### src/rtl/stream_demux_n.sv
// rtl/stream_demux_n.sv - registered 1-to-N valid/ready stream demultiplexer
// Routes accepted words by explicit select or round-robin pointer into per-channel one-entry registers.
module stream_demux_n #(
  parameter  int N  = 8,
  parameter  int W  = 8,
  localparam int SW = $clog2(N)
) (
  input  logic           CLK,
  input  logic           RST,
  input  logic [W-1:0]   D,
  input  logic           D_VALID,
  output logic           D_READY,
  input  logic [SW-1:0]  SEL,
  input  logic           MODE,
  output logic [N*W-1:0] Y,
  output logic [N-1:0]   Y_VALID,
  input  logic [N-1:0]   Y_READY,
  output logic [SW-1:0]  RR_PTR,
  output logic [7:0]     DROP_CNT,
  output logic           ERR
);

  localparam int            NP    = 1 << SW;
  localparam logic [SW:0]   N_EXT = (SW+1)'(N);
  localparam logic [SW-1:0] LAST  = SW'(N-1);

  logic [W-1:0]  y_q [N];
  logic [W-1:0]  y_d [N];
  logic [N-1:0]  yv_q, yv_d;
  logic [SW-1:0] rr_q, rr_d;
  logic [7:0]    cnt_q, cnt_d;
  logic          err_q, err_d;

  logic [SW-1:0] tgt;
  logic          tgt_ok;
  logic [NP-1:0] free_ext;
  logic          xfer;
  logic          drop;

  // Free vector is widened to the full select range so an out-of-range index reads 0.
  always_comb begin
    tgt      = MODE ? rr_q : SEL;
    tgt_ok   = {1'b0, tgt} < N_EXT;
    free_ext = '0;
    for (int i = 0; i < N; i++) begin
      free_ext[i] = !yv_q[i] || Y_READY[i];
    end
    D_READY = tgt_ok ? free_ext[tgt] : 1'b1;
    xfer    = D_VALID && D_READY;
    drop    = xfer && !tgt_ok;
  end

  always_comb begin
    yv_d = yv_q;
    for (int i = 0; i < N; i++) begin
      y_d[i] = y_q[i];
      if (yv_q[i] && Y_READY[i]) begin
        yv_d[i] = 1'b0;
      end
      // A load wins over a drain so a channel can sustain one word per cycle.
      if (xfer && tgt_ok && (tgt == SW'(i))) begin
        yv_d[i] = 1'b1;
        y_d[i]  = D;
      end
    end

    rr_d = rr_q;
    if (xfer && MODE) begin
      rr_d = (rr_q == LAST) ? '0 : rr_q + 1'b1;
    end

    cnt_d = cnt_q;
    if (drop && (cnt_q != 8'hFF)) begin
      cnt_d = cnt_q + 8'd1;
    end

    err_d = drop;
  end

  always_ff @(posedge CLK) begin
    if (RST) begin
      for (int i = 0; i < N; i++) begin
        y_q[i] <= '0;
      end
      yv_q  <= '0;
      rr_q  <= '0;
      cnt_q <= '0;
      err_q <= 1'b0;
    end else begin
      for (int i = 0; i < N; i++) begin
        y_q[i] <= y_d[i];
      end
      yv_q  <= yv_d;
      rr_q  <= rr_d;
      cnt_q <= cnt_d;
      err_q <= err_d;
    end
  end

  always_comb begin
    Y = '0;
    for (int i = 0; i < N; i++) begin
      Y[i*W +: W] = y_q[i];
    end
  end

  assign Y_VALID  = yv_q;
  assign RR_PTR   = rr_q;
  assign DROP_CNT = cnt_q;
  assign ERR      = err_q;

endmodule

### config.mk
export PLATFORM = sky130hd
export DESIGN_NAME = stream_demux_n
export DESIGN_NICKNAME = d
export VERILOG_FILES = /design/src/rtl/stream_demux_n.sv
export SDC_FILE = /design/constraint.sdc
export NUM_CORES = 1
export LEC_CHECK = 0
export CORE_MARGIN = 4
export CORE_UTILIZATION = 41
export CTS_CLUSTER_DIAMETER = 200
export CTS_CLUSTER_SIZE = 24
export DETAILED_ROUTE_END_ITERATION = 8
export GPL_TIMING_DRIVEN = 0
export MAX_ROUTING_LAYER = met4
export PLACE_DENSITY = 0.76
export RECOVER_POWER = 25
export SLEW_MARGIN = 0
export SYNTH_ARGS = -nofsm -noshare
export SYNTH_HDL_FRONTEND = slang
export SYNTH_SLANG_ARGS = --single-unit
### constraint.sdc
create_clock -name CLK -period 2.2 [get_ports CLK]
set_input_delay 0.44 -clock CLK [delete_from_list [all_inputs] [get_ports CLK]]
set_output_delay 0.44 -clock CLK [all_outputs]
set_load 0.005 [all_outputs]
==> Word-level counts from Yosys, hierarchy flattened <==
Memories as Yosys holds them, arrays and structs flattened.
Cells that the tools add are included.
{ "word_totals": {"register_bits": 11, "latchBits": 0, "ram_bits": 64, "rom_bits": 0, "in_bits": 23, "out_inout_bits": 85, "n_memories": 1} }
{ "op_classes": {"addsub": 1, "mul": 0, "div": 0, "magnitude_cmp": 1, "n_eq_ne": 8, "shifts": 0, "n_mux": 39, "bitwise": 8, "n_reduce_logical": 43} }
{ "memory_table": {"columns": ["name", "depth", "word_bits", "rd", "rd_ports_with_merged_regs", "write_ports", "line", "rtl"], "rows": [
  ["y_q", 8, 8, 8, 0, 8, "27", "logic [W-1:0] y_q [N];"]
]} }
{ "ops": {"columns": ["op", "n"], "rows": [
  ["8-bit 2-to-1 mux", 16],
  ["1-bit 2-to-1 mux", 20],
  ["1-bit logical AND", 18],
  ["2-bit nonzero test", 8],
  ["3-bit equality test, second input constant", 5],
  ["1-bit logical NOT", 8],
  ["1-bit logical OR", 8],
  ["1-bit bitwise OR", 8],
  ["3-bit by 2-bit equality test with 1-bit output, second input constant", 2],
  ["3-bit 2-to-1 mux", 2],
  ["3-bit by 4-bit less-than comparator with 1-bit output, second input constant", 1],
  ["3-bit by 1-bit adder with 3-bit output, second input constant", 1],
  ["1-bit binary-select mux with 3-bit select", 1],
  ["3-bit by 1-bit equality test with 1-bit output, second input constant", 1],
  ["3-bit logical NOT", 1]
]} }

==> Depth between registers and ports, before layout <==
{ "depth": {"ltp_word": 8, "mapped_depth": 8, "depth_no_buf": 5} }

==> Worst setup path before layout <==
No wires, ideal clock.
{ "synth_timing": {"path_type": "input-to-output", "startpoint": "input MODE", "endpoint": "output D_READY", "arrival_ns": 1.713, "t_required_ns": 1.760, "setup_slack_ns": 0.047, "cell_stages": 5, "path_cell_list": "buf_4 > or3b_2 > a21oi_1 > a2111oi_4 > mux2_2"} }
{ "synth_between": {"elab_chain_cells": 3} }
{ "synth_rtl": {"columns": ["item", "line", "rtl"], "rows": [
  ["from (decl)", "14", "input logic MODE,"],
  ["3-bit 2-to-1 mux", "42", "tgt = MODE ? rr_q : SEL;"],
  ["1-bit binary-select mux with 3-bit select", "48", "D_READY = tgt_ok ? free_ext[tgt] : 1'b1;"],
  ["1-bit 2-to-1 mux (not written as such)", "48", null],
  ["to (decl)", "12", "output logic D_READY,"]
]} }
Every way passes these cells. The select of a mux whose other input is x is not followed.

==> Final worst setup path <==
{ "layout_timing": {"startpoint": "register rr_q[0] (netlist: RR_PTR[0])", "endpoint": "output D_READY"} }
{ "layout_between": {"elab_chain_cells": 3} }
{ "layout_rtl": {"columns": ["item", "line", "rtl"], "rows": [
  ["from (decl)", "30", "logic [SW-1:0] rr_q, rr_d;"],
  ["from (signal assigned)", "94", "rr_q <= rr_d;"],
  ["3-bit 2-to-1 mux", "42", null],
  ["1-bit binary-select mux with 3-bit select", "48", null],
  ["1-bit 2-to-1 mux (not written as such)", "48", null]
]} }
Every way passes these cells. The select of a mux whose other input is x is not followed.

==> flow_summary.toml <==
[power]
pwr-share-comb_pct = 12.2
switching_power_w = 0.000726
p_int_w = 0.00200
leakage_nw = 2.23
p_clk_share_pct = 36.2
vdd_drop_max_v = 0.000401
p_seq_share_pct = 51.6
p_per_area_nw_per_um2 = 571
swShare_pct = 26.6

[global_route]
antenna_found_initial = 0
grt_pass1_vias = 2738
grt_pass1_wl_mm = 14.0
grt-ovfl-total = 0
grt_max_degree = 16
grtUsageTotal_pct = 19.1

[timing]
hold_viol = 0
period_needed_ps = 2250
skew_ps = 11.8
worst_slack_ps = -45.4
slew_headroom_pct = 64.6
tns_ps = -45.4
final_max_slew_viol_count = 0
final.period_utilization_pct = 102
worst_slew_pin_slew_ps = 530
max_freq_ghz = 0.445
rsz0062_at_grt = "true"
setup_violations = 1
whs_ps = 477

[yosys]
yosysSeqAreaShare_pct = 45.9
syn_area_sq_um = 3270
yosysWarningCount = 0
synth-xor-area-share_pct = 0
synth.area.mux_share_pct = 21.2
synthAdderAreaFrac_pct = 0.765
synth_edf_count = 0
synth_top_family_by_area = "simple AND/OR/NAND/NOR gates"
ys_ff_latch = 75
synth_cells = 314
avgSynthCellArea_sq_um = 10.4
synthArstFlopShare_pct = 0
synth_flop_cell = "dfxtp_1"
synth_compound_area_share_pct = 4.32
synth_cell_types = 30
synth-simple-area-share_pct = 22.0

[clocking]
clock_path_buffers = 2
cts_root_buf = "clkbuf_8"
cts_tree = "done"
ctsHoldBuffers = 0
cts_htree_levels = 3
cts_buffers = 9
cts.reportedPaths.clkPinSlew_ps = 90
clock_latency_ps = 350
clock_sinks = 75

[cells_and_area]
fin_nets = 469
layout_commonest_cell = "nand2b_1"
nFillCells = 643
diodes = 0
layout_common_cells = "nand2b_1, dfxtp_1, mux2i_1"
area_delta_synth_final_pct = 46.1
layout-drive-gt1-share_pct = 15.8

[setup_path]
cp-start-kind = "flop"
reg2reg_depth = 8
timing.reg2reg.setup_slack_ps = 130
crit_slowest_cell = "a2111oi_4"
worstPathRequired_ps = 1760
worst_path_most_repeated_cell = "buf_6"
max_stage_delay_ps = 380
arrival_ps = 1810
cp-end-kind = "primary output"
r2r_start = "RR_PTR[0]$_SDFFE_PP0P_"
critical_path_class = "flop to primary output"
r2r-end = "y_q[0][16]$_SDFFE_PP0P_"
worstPathMaxFanout = 6
path_cells = "buf_6, nand3b_1, nand2_2, a2111oi_4, mux2_4, buf_6"

[placement]
dp_hpwl_mm = 6.17
dp_slack_ps = -1110
io_buffer_count = 98
place_congestion = 0.797

[status]
status = "complete, but fails checks"
violations = "negative setup slack"

[hold_path]
holdPathEnd = "y_q[1][10]$_SDFFE_PP0P_"
whs_path_depth = 2
holdCritStartpoint = "y_q[1][10]$_SDFFE_PP0P_"
hold_path.class = "flop to flop"

[die]
die_area_sq_um = 9470
io_pins = 108
coreArea_sq_um = 7730
start_util_pct = 42.3
die_width_microns = 97.3
fp.dieH_microns = 97.3
row_count = 32

[routing]
wl_mm = 8.74
highest_layer = "met4"
wl_met3_microns = 639
drc_errors = 0
vias_per_cell = 4.77
vias = 2626
drt_iter0_drc = 89
postRouteAntennaNets = 0
wl_met1_mm = 3.79
wl_met2_mm = 4.23
first_pass_iters = 4
routedWlPerCell_microns = 15.9

[job]
cap_violations = 0
[routing by layer]
layer  up-vias  global-route usage, %
li1       1291                      -
met4         0                   6.18
met2        75                   31.5
met3         9                   6.32
met5         -                      -
met1      1251                   22.1
[state kept, by name, indices dropped and copies added (netlist names)]
register	flops
RR_PTR	3
Y_VALID	8
y_q	64
[power groups by stage]
stage               Sequential, W  Combinational, W  Clock [W]
finish                    0.00141          0.000334   0.000987
global route              0.00141          0.000360    0.00106
CTS                       0.00141          0.000333    0.00101
detailed placement        0.00144          0.000307          0
global placement          0.00144          0.000303          0
floorplan                 0.00144          0.000159          0
[critical path, delay by kind of cell (launching register included)]
family	cells	cell delay, ps
AOI/OAI and AO/OA	1	380
muxes	1	230
buffers and inverters	2	200
and+or+nand+nor	2	290
DFF	1	370
[worst max path at each step]
| stage | slack [ps] | endpoint | startpoint | depth (start not counted) |
|---|---|---|---|---|
| after floorplan | 50 | D_READY | MODE | 5 |
| after global placement | -1080 | D_READY | MODE | 8 |
| after detailed placement | -1110 | D_READY | MODE | 8 |
| after CTS | -50 | D_READY | RR_PTR[1]$_SDFFE_PP0P_ | 6 |
| after global routing | -140 | D_READY | RR_PTR[0]$_SDFFE_PP0P_ | 6 |
| final | -50 | D_READY | RR_PTR[0]$_SDFFE_PP0P_ | 6 |
[metrics by stage]
stage               utilization [%]  total power, W  std cells  cell area [sq um]
floorplan                         -         0.00160        322               3300
global placement               57.1         0.00174        522               4410
detailed placement             57.1         0.00175        522               4410
finish                         61.9         0.00273        551               4780
global route                   61.9         0.00283        551               4780
CTS                            61.5         0.00275        548               4750
[cell usage after synthesis (2+ instances only)]
| cell | count | area share [%] |
|---|---|---|
| clkbuf_1 | 11 | 1.3 |
| buf_4 | 12 | 2.8 |
| buf_1 | 8 | 0.92 |
| nor2b_1 | 3 | 0.57 |
| buf_2 | 4 | 0.61 |
| a21oi_1 | 11 | 1.7 |
| nand2_1 | 3 | 0.34 |
| nand3_1 | 6 | 0.92 |
| or3b_2 | 2 | 0.54 |
| nand3_2 | 2 | 0.61 |
| nand2b_1 | 83 | 16 |
| nor2_1 | 2 | 0.23 |
| a2111oi_4 | 2 | 1.7 |
| a31oi_1 | 2 | 0.38 |
| nand3b_1 | 3 | 0.69 |
| mux2i_1 | 68 | 21 |
| and3_1 | 4 | 0.76 |
| ha_1 | 2 | 0.76 |
| dfxtp_1 | 75 | 46 |
[final cells by class]
class | count | area (sq um) | area share, %
Buffer | 36 | 195 | 4.08
Clock inverter | 7 | 60.1 | 1.26
Sequential cell | 75 | 1510 | 31.6
Multi-Input combinational cell | 211 | 1690 | 35.3
Tap cell | 102 | 128 | 2.67
Clock buffer | 9 | 124 | 2.59
Timing Repair Buffer | 111 | 1080 | 22.5
[kinds of logic (layout without fill, tap and decap cells)]
| group | count (synthesis) | after routing |
|---|---|---|
| flops | 75 | 75 |
| buf+inv | 36 | 163 |
| other cells | 1 | 9 |
| fa+ha+maj | 2 | 2 |
| mux | 69 | 69 |
| simple gates | 114 | 114 |
| compound gates | 17 | 17 |
[what timing repair did]
| action | 4_1_cts | 5_1_grt |
|---|---|---|
| pin swaps | 8 | 3 |
| setup endpoints to repair | 70 | 6 |
| buffers inserted | 10 | 3 |
| cloned | 0 | 0 |
| gates resized for setup | 36 | 7 |
No activity file was read; power rests on OpenSTA's default activity.
